`src/rtl/ro_delay_monitor_pkg.sv`:
```
// ro_delay_monitor_pkg
//   Shared definitions for the ring-oscillator delay monitor:
//   FSM state encoding (2 bits) and default widths.
package ro_delay_monitor_pkg;

  localparam int WIN_W_DEF = 16;  // gate-window length width (clk cycles)
  localparam int CNT_W_DEF = 20;  // edge counter / result width

  typedef enum logic [1:0] {
    ST_IDLE  = 2'd0,
    ST_ARM   = 2'd1,
    ST_COUNT = 2'd2,
    ST_DONE  = 2'd3
  } state_e;

endpackage : ro_delay_monitor_pkg

```
`src/rtl/ro_edge_sync.sv`:
```
// ro_edge_sync
//   Brings the asynchronous ring-oscillator output into the clk domain through
//   a three-flop chain and emits a one-cycle pulse per rising edge.
// Ports
//   clk      in   system clock
//   rst_n    in   asynchronous active-low reset (clears the chain)
//   ro_in    in   ring-oscillator output, asynchronous to clk
//   edge_o   out  one-cycle pulse for each rising edge of ro_in
module ro_edge_sync (
  input  logic clk,
  input  logic rst_n,
  input  logic ro_in,
  output logic edge_o
);

  // sync_q[0] = s1 (metastability catcher), sync_q[1] = s2, sync_q[2] = s3
  logic [2:0] sync_q;
  logic [2:0] sync_d;

  always_comb begin
    sync_d = {sync_q[1:0], ro_in};
  end

  always_ff @(posedge clk or negedge rst_n) begin
    if (!rst_n) begin
      sync_q <= 3'b000;
    end else begin
      sync_q <= sync_d;
    end
  end

  // s2 high while s3 still low marks the first clk cycle after a rising edge
  assign edge_o = sync_q[1] & ~sync_q[2];

endmodule : ro_edge_sync

```
`src/rtl/ro_delay_monitor.sv`:
```
// ro_delay_monitor
//   Counts rising edges of a free-running ring oscillator over a programmable
//   window of clk cycles. The resulting count tracks cell propagation delay.
// Ports
//   clk       in   system clock, all logic on rising edge
//   rst_n     in   asynchronous active-low reset
//   ro_in     in   ring-oscillator output (asynchronous, freq < clk/2)
//   start     in   measurement request, honoured only in IDLE
//   window    in   gate length in clk cycles, sampled with start
//   busy      out  high in ARM, COUNT and DONE
//   done      out  one-cycle pulse, count/overflow valid in that cycle
//   count     out  rising edges seen in the last window, held until next done
//   overflow  out  last result saturated at all-ones
module ro_delay_monitor
  import ro_delay_monitor_pkg::*;
#(
  parameter int WIN_W = WIN_W_DEF,
  parameter int CNT_W = CNT_W_DEF
) (
  input  logic             clk,
  input  logic             rst_n,
  input  logic             ro_in,
  input  logic             start,
  input  logic [WIN_W-1:0] window,
  output logic             busy,
  output logic             done,
  output logic [CNT_W-1:0] count,
  output logic             overflow
);

  state_e             state_q, state_d;
  logic [WIN_W-1:0]   remaining_q, remaining_d;
  logic [CNT_W-1:0]   acc_q, acc_d;
  logic               ovf_acc_q, ovf_acc_d;
  logic [CNT_W-1:0]   count_q, count_d;
  logic               overflow_q, overflow_d;

  logic               ro_edge;
  logic [CNT_W-1:0]   acc_step;
  logic               ovf_step;
  logic               last_count;

  ro_edge_sync u_edge_sync (
    .clk    (clk),
    .rst_n  (rst_n),
    .ro_in  (ro_in),
    .edge_o (ro_edge)
  );

  // ---------------------------------------------------------------- state reg
  always_ff @(posedge clk or negedge rst_n) begin
    if (!rst_n) begin
      state_q <= ST_IDLE;
    end else begin
      state_q <= state_d;
    end
  end

  // remaining is loaded with window >= 1 and leaves COUNT at 1, so it never wraps
  assign last_count = (remaining_q == WIN_W'(1));

  // --------------------------------------------------------------- next state
  always_comb begin
    state_d = state_q;
    unique case (state_q)
      ST_IDLE: begin
        if (start) begin
          state_d = (window != '0) ? ST_ARM : ST_DONE;
        end
      end
      ST_ARM:   state_d = ST_COUNT;
      ST_COUNT: if (last_count) state_d = ST_DONE;
      ST_DONE:  state_d = ST_IDLE;
      default:  state_d = ST_IDLE;
    endcase
  end

  // ------------------------------------------------------------------ outputs
  always_comb begin
    busy = (state_q != ST_IDLE);
    done = (state_q == ST_DONE);
  end

  assign count    = count_q;
  assign overflow = overflow_q;

  // ------------------------------------------------------------- accumulator
  // Saturating step: an edge arriving while already all-ones flags overflow
  // and leaves the accumulator pinned.
  always_comb begin
    acc_step = acc_q;
    ovf_step = ovf_acc_q;
    if (ro_edge) begin
      if (&acc_q) begin
        ovf_step = 1'b1;
      end else begin
        acc_step = acc_q + CNT_W'(1);
      end
    end
  end

  // Result registers load on the edge into DONE so that count/overflow are
  // already valid while done is high; the edge on the last COUNT cycle is
  // folded in through acc_step.
  always_comb begin
    remaining_d = remaining_q;
    acc_d       = acc_q;
    ovf_acc_d   = ovf_acc_q;
    count_d     = count_q;
    overflow_d  = overflow_q;
    unique case (state_q)
      ST_IDLE: begin
        if (start) begin
          remaining_d = window;
          acc_d       = '0;
          ovf_acc_d   = 1'b0;
          if (window == '0) begin
            count_d    = '0;
            overflow_d = 1'b0;
          end
        end
      end
      ST_ARM: begin
        // edge pulse here may belong to the time before start; drop it
      end
      ST_COUNT: begin
        acc_d       = acc_step;
        ovf_acc_d   = ovf_step;
        remaining_d = remaining_q - WIN_W'(1);
        if (last_count) begin
          count_d    = acc_step;
          overflow_d = ovf_step;
        end
      end
      ST_DONE: begin
      end
      default: begin
      end
    endcase
  end

  always_ff @(posedge clk or negedge rst_n) begin
    if (!rst_n) begin
      remaining_q <= '0;
      acc_q       <= '0;
      ovf_acc_q   <= 1'b0;
      count_q     <= '0;
      overflow_q  <= 1'b0;
    end else begin
      remaining_q <= remaining_d;
      acc_q       <= acc_d;
      ovf_acc_q   <= ovf_acc_d;
      count_q     <= count_d;
      overflow_q  <= overflow_d;
    end
  end

endmodule : ro_delay_monitor

```
`config.mk`:
```
export PLATFORM = sky130hd
export DESIGN_NAME = ro_delay_monitor
export DESIGN_NICKNAME = d
export VERILOG_FILES = /design/src/rtl/ro_delay_monitor_pkg.sv /design/src/rtl/ro_edge_sync.sv /design/src/rtl/ro_delay_monitor.sv
export SDC_FILE = /design/constraint.sdc
export NUM_CORES = 1
export LEC_CHECK = 0
export ABC_AREA = 1
export CAP_MARGIN = 40
export CELL_PAD_IN_SITES_DETAIL_PLACEMENT = 0
export CELL_PAD_IN_SITES_GLOBAL_PLACEMENT = 1
export CORE_MARGIN = 2
export CORE_UTILIZATION = 42
export CTS_BUF_LIST = sky130_fd_sc_hd__clkbuf_4 sky130_fd_sc_hd__clkbuf_8
export DETAILED_ROUTE_END_ITERATION = 7
export GPL_ROUTABILITY_DRIVEN = 1
export PLACE_DENSITY_LB_ADDON = 0.1
export REMOVE_ABC_BUFFERS = 1
export SLEW_MARGIN = 20
export SYNTH_ARGS = -nofsm -noshare
export SYNTH_HDL_FRONTEND = slang
export SYNTH_SLANG_ARGS = --single-unit
```
`constraint.sdc`:
```
create_clock -name clk -period 1.9 [get_ports clk]
set_input_delay 0.38 -clock clk [delete_from_list [all_inputs] [get_ports clk]]
set_output_delay 0.38 -clock clk [all_outputs]
set_load 0.02 [all_outputs]
```
## Word level (Yosys, flattened, before mapping)

Cells that the tools add are included.

- Register bits after elaboration: 63
- Input port bits: 20

- $add $sub $neg: 2
- Equality and inequality tests: 7
- Muxes and demuxes: 22
- Bitwise gates (word level): 2
- Reduce and logical (&&, ||, !) cells: 9

Operators by type and width:

| cell | count |
|---|---|
| 20-bit two-way mux | 6 |
| 20-bit one-hot mux with 2 select lines | 2 |
| 16-bit one-hot mux with 2 select lines | 1 |
| 20-bit by 1-bit adder with 20-bit output, second input constant | 1 |
| 20-bit AND reduction | 1 |
| 16-bit by 1-bit equality test with 1-bit output, second input constant | 1 |
| 16-bit logical NOT | 1 |
| 16-bit two-way mux | 1 |
| 16-bit nonzero test | 1 |
| 16-bit by 1-bit subtractor with 16-bit output, second input constant | 1 |
| 2-bit one-hot mux with 4 select lines | 1 |
| 1-bit two-way mux | 6 |
| 2-bit two-way mux | 3 |
| 2-bit != test, second input constant | 3 |
| 2-bit equality test, second input constant | 2 |
| 1-bit one-hot mux with 2 select lines | 2 |
| 2-bit AND reduction | 2 |
| 4-bit AND reduction | 1 |
| 2-bit nonzero test | 2 |
| 2-bit by 1-bit equality test with 1-bit output, second input constant | 1 |
| 2-bit logical NOT | 1 |
| 1-bit bitwise AND | 1 |
| 1-bit NOT | 1 |

## Logic depth before layout (Yosys ltp)

Gate-level depths: netlist of run 1.

- Word-level depth: 5
- Depth in mapped cells: 12
- Gate-level depth less buffers: 11

## By module

Synthesis of run 1 repeated with hierarchy kept, for this count alone.

- Cells, all modules: 539
- Area, all modules: 3,828.7 µm²

By module, submodules not included:

| module | instances | cells each | area an instance (µm²) |
|---|---|---|---|
| ro_delay_monitor | 1 | 534 | 3,743.6 |
| ro_edge_sync | 1 | 5 | 85.1 |

## Least setup slack after synthesis of run 1

OpenSTA, ideal clock, no wires.

- Path kind: register to register
- From: register state_q[0]
- To: register remaining_q[5]
- Library setup time: 119 ps
- Data arrival time: 1,646 ps
- Required time: 1,781 ps
- Path slack: 135 ps
- Stages on the path, launching flop included: 12
- Path buffers: 3
- Clock period less this slack: 1,765 ps
- Cell sequence: dfrtp_1 -> inv_1 -> ha_1 -> inv_1 -> nor2_1 -> nor2_2 -> buf_4 -> inv_2 -> buf_2 -> buf_2 -> o22ai_1 -> inv_1

- Cells in the longest elaborated chain, start to end: 3
- Elaborated cells on any way between the ends: 6
- Those cells by class: 2 x eq/ne; 1 x mux; 3 x reduce/logical

RTL lines:

| what | line | RTL |
|---|---|---|
| from (decl) | ro_delay_monitor.sv:31 | `state_e state_q, state_d;` |
| from (signal assigned) | ro_delay_monitor.sv:55 | `state_q <= state_d;` |
| 2-bit equality test or 2-bit logical NOT (tied branches) | ro_delay_monitor.sv:111 | `unique case (state_q)` |
| 2-bit nonzero test (no line) or 2-bit != test (tied branches) | n/a |  |
| 2-bit AND reduction (no line) | n/a |  |
| to (signal assigned) | ro_delay_monitor.sv:150 | `remaining_q <= remaining_d;` |
| to (decl) | ro_delay_monitor.sv:32 | `logic [WIN_W-1:0] remaining_q, remaining_d;` |

Several ways; a longest one is shown, not always the timed one.
A chain may end at the register's enable or synchronous reset.

## Worst setup path in the final report of run 1

- From: register state_q[1]
- To: output port done

- Cells in the longest elaborated chain, start to end: 1

RTL lines:

| what | line | RTL |
|---|---|---|
| 2-bit equality test | ro_delay_monitor.sv:81 | `done = (state_q == ST_DONE);` |
| to (decl) | ro_delay_monitor.sv:26 | `output logic done,` |

No other way between the ends.

==> impl_results.md, run 1 <==
* TritonCTS buffer count at 9
* Worst-skew pair later-pin latency at 0.34 ns
* GRT met3 Usage at 3.41%
* Synth warnings at 0
* GPL Wtd Cong at 0.850
* CTS Hold Bufs at 0
* Clock root buffer: clkbuf_8
* Fin nets at 636
* Yosys top cell by area: dfrtp_1
* Peak Freq at 574 MHz
* Final setup fails at 0
* First-pass GRT wire length at 16400 um
* Die W at 100 um
* Number of synthesized flops with an enable pin at 0
* GR Util met2 at 35.8%
* CP arrival at 1.36 ns
* Initial antenna violation count at 0
* Worst-Margin Slew at 0.533 ns
* Met1 usage at 25.2%
* Area delta synth->final at 23.1%
* Pre-CTS WS at -0.163 ns
* Reg2Reg Depth at 10
* Clock power frac at 20.5%
* Final worst slack at 0.158 ns
* Vias at 3605
* Total global-route track usage at 20.2%
* Core area at 9110 um2
* Async set-or-reset flop fraction in the synthesized netlist at 100%
* Yosys cell types at 36
* DR WL/cell at 12.8 um
* Largest net degree at the start of global routing at 64
* Area contributors post-synth: dfrtp_1 (41%), nand2_1 (17%), nand3_1 (7.6%)
* PwrDens at 1320 nW/um2
* Vias in the first global route at 3439
* Commonest non-fill, non-tap cell in the layout: nand2_1
* Setup slack, reg-to-reg at 0.16 ns
* GRT busiest layer: met2
* Peak supply drop at 0.000678 V
* FP Rows at 35
* PortBufs at 42
* CP Data Required Time at 1.52 ns
* Placed instance count at 709
* DRT antenna net count at 0
* Die area at 10000 um2
* Crit path largest cell delay at 0.39 ns
* H-tree levels at 3
* Maxcap violations at 0
* Min Tclk post-route at 1.74 ns
* Critical path class: register to primary output
* CTS clock-pin slew for the worst setup and hold paths at 0.08 ns
* Mux contribution to synthesized area at 0%
* #FFs+latches synth at 63
* Final Non-Filler Cells at 725
* Initial DRT Pass Iterations at 4
* Sequential share of the synthesized area at 40.5%
* Compound-gate portion of the synthesized area at 10.4%
* Status: completed
* Switching part of the total at 43.2%
* Max-slew violation count at 0
* Syn Area/Cell at 7.07 um2
* DR DRC count at 0
* Die height at 100 um
* Most frequent cells in the layout: nand2_1 (178), dfrtp_1 (63), nand3_1 (59)
* Post-synth top flop: dfrtp_1
* Ports at 43
* DP HPWL at 6700 um
* Reg power frac at 32.2%
* Slew HR at 64.1%
* CP Capture Type: primary output
* Leak Pwr at 2.24 nW
* HP Class: input port to async pin
* Antenna Cells at 0
* CTS tree: yes
* RSZ-0062 raised after global routing: yes
* Main combinational cell family by area after synthesis: simple AND/OR/NAND/NOR gates
* Via-to-Cell Ratio at 4.97
* Power Total at 0.00631 W
* Synth Cell Area at 3890 um2
* Reg-to-reg startpoint: state_q[0]$_DFFE_PN0P_
* Simple-gate area share of the yosys netlist at 37.8%
* Post-Synthesis Cells at 550
* Share of cells above drive strength 1 at 13.0%
* Internal at 0.00358 W
* Clk_skew at 0.0144 ns
* Final critical-path share of the clock period at 91.7%
* Longest Clk Path Bufs at 2
* Final Hold Vio Count at 0
* Worst-path fanout max at 3
* Post-Synth Adder-Cell Area at 1.93%
* Setup crit start kind: register
* Iteration-0 DRC count of the detailed router at 152
* Clk sinks at 63
* Hold slack final at 0.0499 ns
* Setup_tns at 0 ns
* DRT Wirelength at 9300 um
* Worst r2r dst: remaining_q[7]$_DFFE_PN0P_
* Combinational cell fraction of total power at 47.3%
* Yosys top cell area share at 40.5%
* Cells along the critical path: buf_4, ha_1, dlygate4sd2_1
* Grt ovf at 0
* Slowest-stage cell, CP: dfrtp_1
* Post-Synth XOR/XNOR Area at 0.450%
* Initial Util at 42.7%
* Net Switching at 0.00273 W
[synth_stat cells (2+ instances only)]
| cell type | instances |
|---|---|
| o31ai_1 | 2 |
| buf_4 | 3 |
| buf_2 | 7 |
| clkbuf_1 | 6 |
| nand3_1 | 59 |
| nor2_1 | 51 |
| nand2_2 | 6 |
| a21oi_1 | 14 |
| o21ai_1 | 11 |
| o21ai_0 | 26 |
| o22ai_1 | 4 |
| nand2_1 | 178 |
| nor2_4 | 6 |
| o21ai_2 | 9 |
| o211ai_1 | 2 |
| ha_1 | 6 |
| nor2_2 | 8 |
| nor3_1 | 3 |
| dfrtp_1 | 63 |
| inv_1 | 55 |
| nand4_1 | 16 |
[routing by layer]
metal,share of wire [%],vias up
met2,50,41
met5,0,-
li1,-,1898
met4,0.74,0
met3,3.1,5
met1,46,1661
[state kept, by name, indices dropped and copies added, names as in the netlist]
signal,cells
acc_q,20
remaining_q,16
u_edge_sync.sync_q,3
count,20
ovf_acc_q,1
overflow,1
state_q,2
[worst max path at each step]
stage	startpoint	end
after detailed placement	window[3]	count[8]$_DFFE_PN0P_
after global routing	remaining_q[1]$_DFFE_PN0P_	remaining_q[12]$_DFFE_PN0P_
after floorplan	state_q[0]$_DFFE_PN0P_	remaining_q[8]$_DFFE_PN0P_
final	state_q[1]$_DFFE_PN0P_	done
after CTS	state_q[0]$_DFFE_PN0P_	busy
after global placement	window[3]	count[2]$_DFFE_PN0P_
[worst max-delay path, delay by kind of cell, from the launching register on]
family	cells	cell delay, ns
buffers and inverters	2	0.46
flip-flops	1	0.39
adder cells (fa/ha/maj)	1	0.18
[cell type report]
type                    instances  area, um2
fillers                       906       4320
multi-input cells             410       1970
flip-flops and latches         63       1580
repair buffers                 69        662
inverters                      57        223
clock buffers                  11        145
well taps                     111        139
clock inverters                 4       70.1
[what timing repair did]
item	in CTS	in global routing
endpoints found under the setup margin	2	20
resized for setup	2	6
endpoints found under the hold margin	0	0
buffers inserted	0	1
[power by group through the flow]
stage,combinational [W],clock (W),sequential (W)
after floorplan,0.00173,0,0.00209
after global placement,0.00294,0,0.00205
after detailed placement,0.00298,0,0.00205
after CTS,0.00297,0.00133,0.00203
after global routing,0.00338,0.00139,0.00210
final,0.00298,0.00129,0.00203
[stage by stage]
| stage | instance area, um2 | util, % |
|---|---|---|
| detailed placement | 4550 | 49.9 |
| CTS | 4760 | 52.3 |
| finish | 4790 | 52.6 |
| floorplan | 3760 | - |
| global placement | 4550 | 49.9 |
| global route | 4790 | 52.6 |
[logic make-up (layout without fill, tap and decap cells)]
group                    after synthesis  in the layout
adder cells (fa/ha/maj)                6              6
flip-flops                            63             63
AND/OR/NAND/NOR                      332            332
buffers and inverters                 77            141
AO/OA/AOI/OAI                         70             70
XOR/XNOR                               2              2
Power figures use the tool's default switching activity.
==> inputs of run 2 (changes only) <==
--- a/config.mk
+++ b/config.mk
@@ -6,7 +6,6 @@
 export NUM_CORES = 1
 export LEC_CHECK = 0
 export ABC_AREA = 1
-export CAP_MARGIN = 40
 export CELL_PAD_IN_SITES_DETAIL_PLACEMENT = 0
 export CELL_PAD_IN_SITES_GLOBAL_PLACEMENT = 1
 export CORE_MARGIN = 2
==> results of run 2 <==
The final DEF is identical to that of run 1; final timing and power are the same.
==> inputs of run 3 (changes only) <==
==> constraint.sdc (replaced) <==
create_clock -name clk -period 2 [get_ports clk]
set_input_delay 0.4 -clock clk [delete_from_list [all_inputs] [get_ports clk]]
set_output_delay 0.4 -clock clk [all_outputs]
set_load 0.02 [all_outputs]
==> impl_results.md, run 3 (synthesized netlist as in run 1, its figures left out) <==
* DRT antenna net count at 0
* Final critical-path share of the clock period at 94.8%
* Critical path class: register to primary output
* Longest Clk Path Bufs at 2
* CP Data Required Time at 1.60 ns
* Commonest non-fill, non-tap cell in the layout: nand2_1
* Initial DRT Pass Iterations at 4
* Via-to-Cell Ratio at 5.00
* First-pass GRT wire length at 16400 um
* Vias at 3563
* CP Capture Type: primary output
* Worst-path fanout max at 4
* Largest net degree at the start of global routing at 64
* DP HPWL at 6640 um
* PwrDens at 1280 nW/um2
* Initial Util at 42.7%
* Setup crit start kind: register
* Peak Freq at 528 MHz
* Hold slack final at 0.0509 ns
* Worst-Margin Slew at 0.512 ns
* Slowest-stage cell, CP: clkdlybuf4s50_1
* Ports at 43
* CTS clock-pin slew for the worst setup and hold paths at 0.07 ns
* Die W at 100 um
* RSZ-0062 raised after global routing: yes
* Final Non-Filler Cells at 713
* Die area at 10000 um2
* Final setup fails at 0
* Worst-skew pair later-pin latency at 0.34 ns
* CP arrival at 1.50 ns
* Cells along the critical path: ha_1, clkdlybuf4s50_1
* Min Tclk post-route at 1.90 ns
* Clk sinks at 63
* Iteration-0 DRC count of the detailed router at 108
* Crit path largest cell delay at 0.60 ns
* Final Hold Vio Count at 0
* Vias in the first global route at 3430
* Post-layout util at 51.6%
* Status: completed
* H-tree levels at 3
* FP Rows at 35
* GPL Wtd Cong at 0.841
* Max-slew violation count at 0
* Placed instance count at 697
* Filler Cell Count at 944
* PortBufs at 42
* Share of cells above drive strength 1 at 11.3%
* TritonCTS buffer count at 9
* CTS tree: yes
* Slew HR at 65.5%
* Most frequent cells in the layout: nand2_1 (178), dfrtp_1 (63), nand3_1 (59)
* DRT Wirelength at 9210 um
* Peak supply drop at 0.000579 V
* DR DRC count at 0
* DR WL/cell at 12.9 um
* Die height at 100 um
* Core area at 9110 um2
* HP Class: input port to async pin
* Antenna Cells at 0
* Clk_skew at 0.0121 ns
* Leak Pwr at 2.18 nW
* Grt ovf at 0
* Total global-route track usage at 20.4%
* Initial antenna violation count at 0
* Fin nets at 623
* Maxcap violations at 0
* Area delta synth->final at 20.9%
* Clock root buffer: clkbuf_8
-- run 3: timing repair --
action,CTS,global route
endpoints found under the setup margin,1,11
setup buffers,0,0
gates resized for setup,1,5
hold buffers,0,0
-- run 3: path summary, 6_finish.rpt --
kind	start	to	slack, ns	cells past startpoint
setup / recovery	state_q[1]$_DFFE_PN0P_	done	0.10	2
min in group clk	u_edge_sync.sync_q[0]$_DFF_PN0_	u_edge_sync.sync_q[1]$_DFF_PN0_	0.37	0
hold reg to reg	u_edge_sync.sync_q[0]$_DFF_PN0_	u_edge_sync.sync_q[1]$_DFF_PN0_	0.37	0
max in group asynchronous	rst_n	remaining_q[9]$_DFFE_PN0P_	1.66	2
setup reg to reg	remaining_q[1]$_DFFE_PN0P_	remaining_q[12]$_DFFE_PN0P_	0.20	11
hold / removal	rst_n	count[6]$_DFFE_PN0P_	0.05	2
-- run 3: cell type report --
cell class	count	area [um2]	area share [%]
inverters	57	216	4.60
clock buffers	14	186	3.97
multi-input cells	410	1980	42.1
repair buffers	56	546	11.6
flip-flops and latches	63	1580	33.5
well taps	111	139	2.95
clock inverters	2	60.1	1.28
-- run 3: per-stage QoR --
step / instance area [um2] / setup WS (ns) / TNS, ns / total power [W]
2_1_floorplan: 3760 / -1.09 / -53.26 / 0.00363
3_3_place_gp: 4450 / -0.0338 / -0.445 / 0.00468
3_5_place_dp: 4450 / -0.0687 / -0.910 / 0.00471
4_1_cts: 4690 / 0.0661 / 0 / 0.00608
5_1_grt: 4700 / -0.00950 / -0.0153 / 0.00656
6_report: 4700 / 0.105 / 0 / 0.00602
-- run 3: metal layers --
layer	global-route usage, %	vias to the layer above	part of all wire (%)
met5	0	-	0
li1	-	1872	-
met3	4.46	6	4.1
met4	5.37	0	0.61
met2	35.1	52	49
met1	25.9	1633	47
-- run 3: power by group --
part           switching, W  internal [W]
clock network      0.000498      0.000853
logic               0.00176      0.000973
registers          0.000330       0.00161
-- run 3: critical path: cells and delay by family, from the launching register on --
kind,cells,cell delay (ns)
flip-flops,1,0.40
adder cells (fa/ha/maj),1,0.16
buffers and inverters,1,0.60
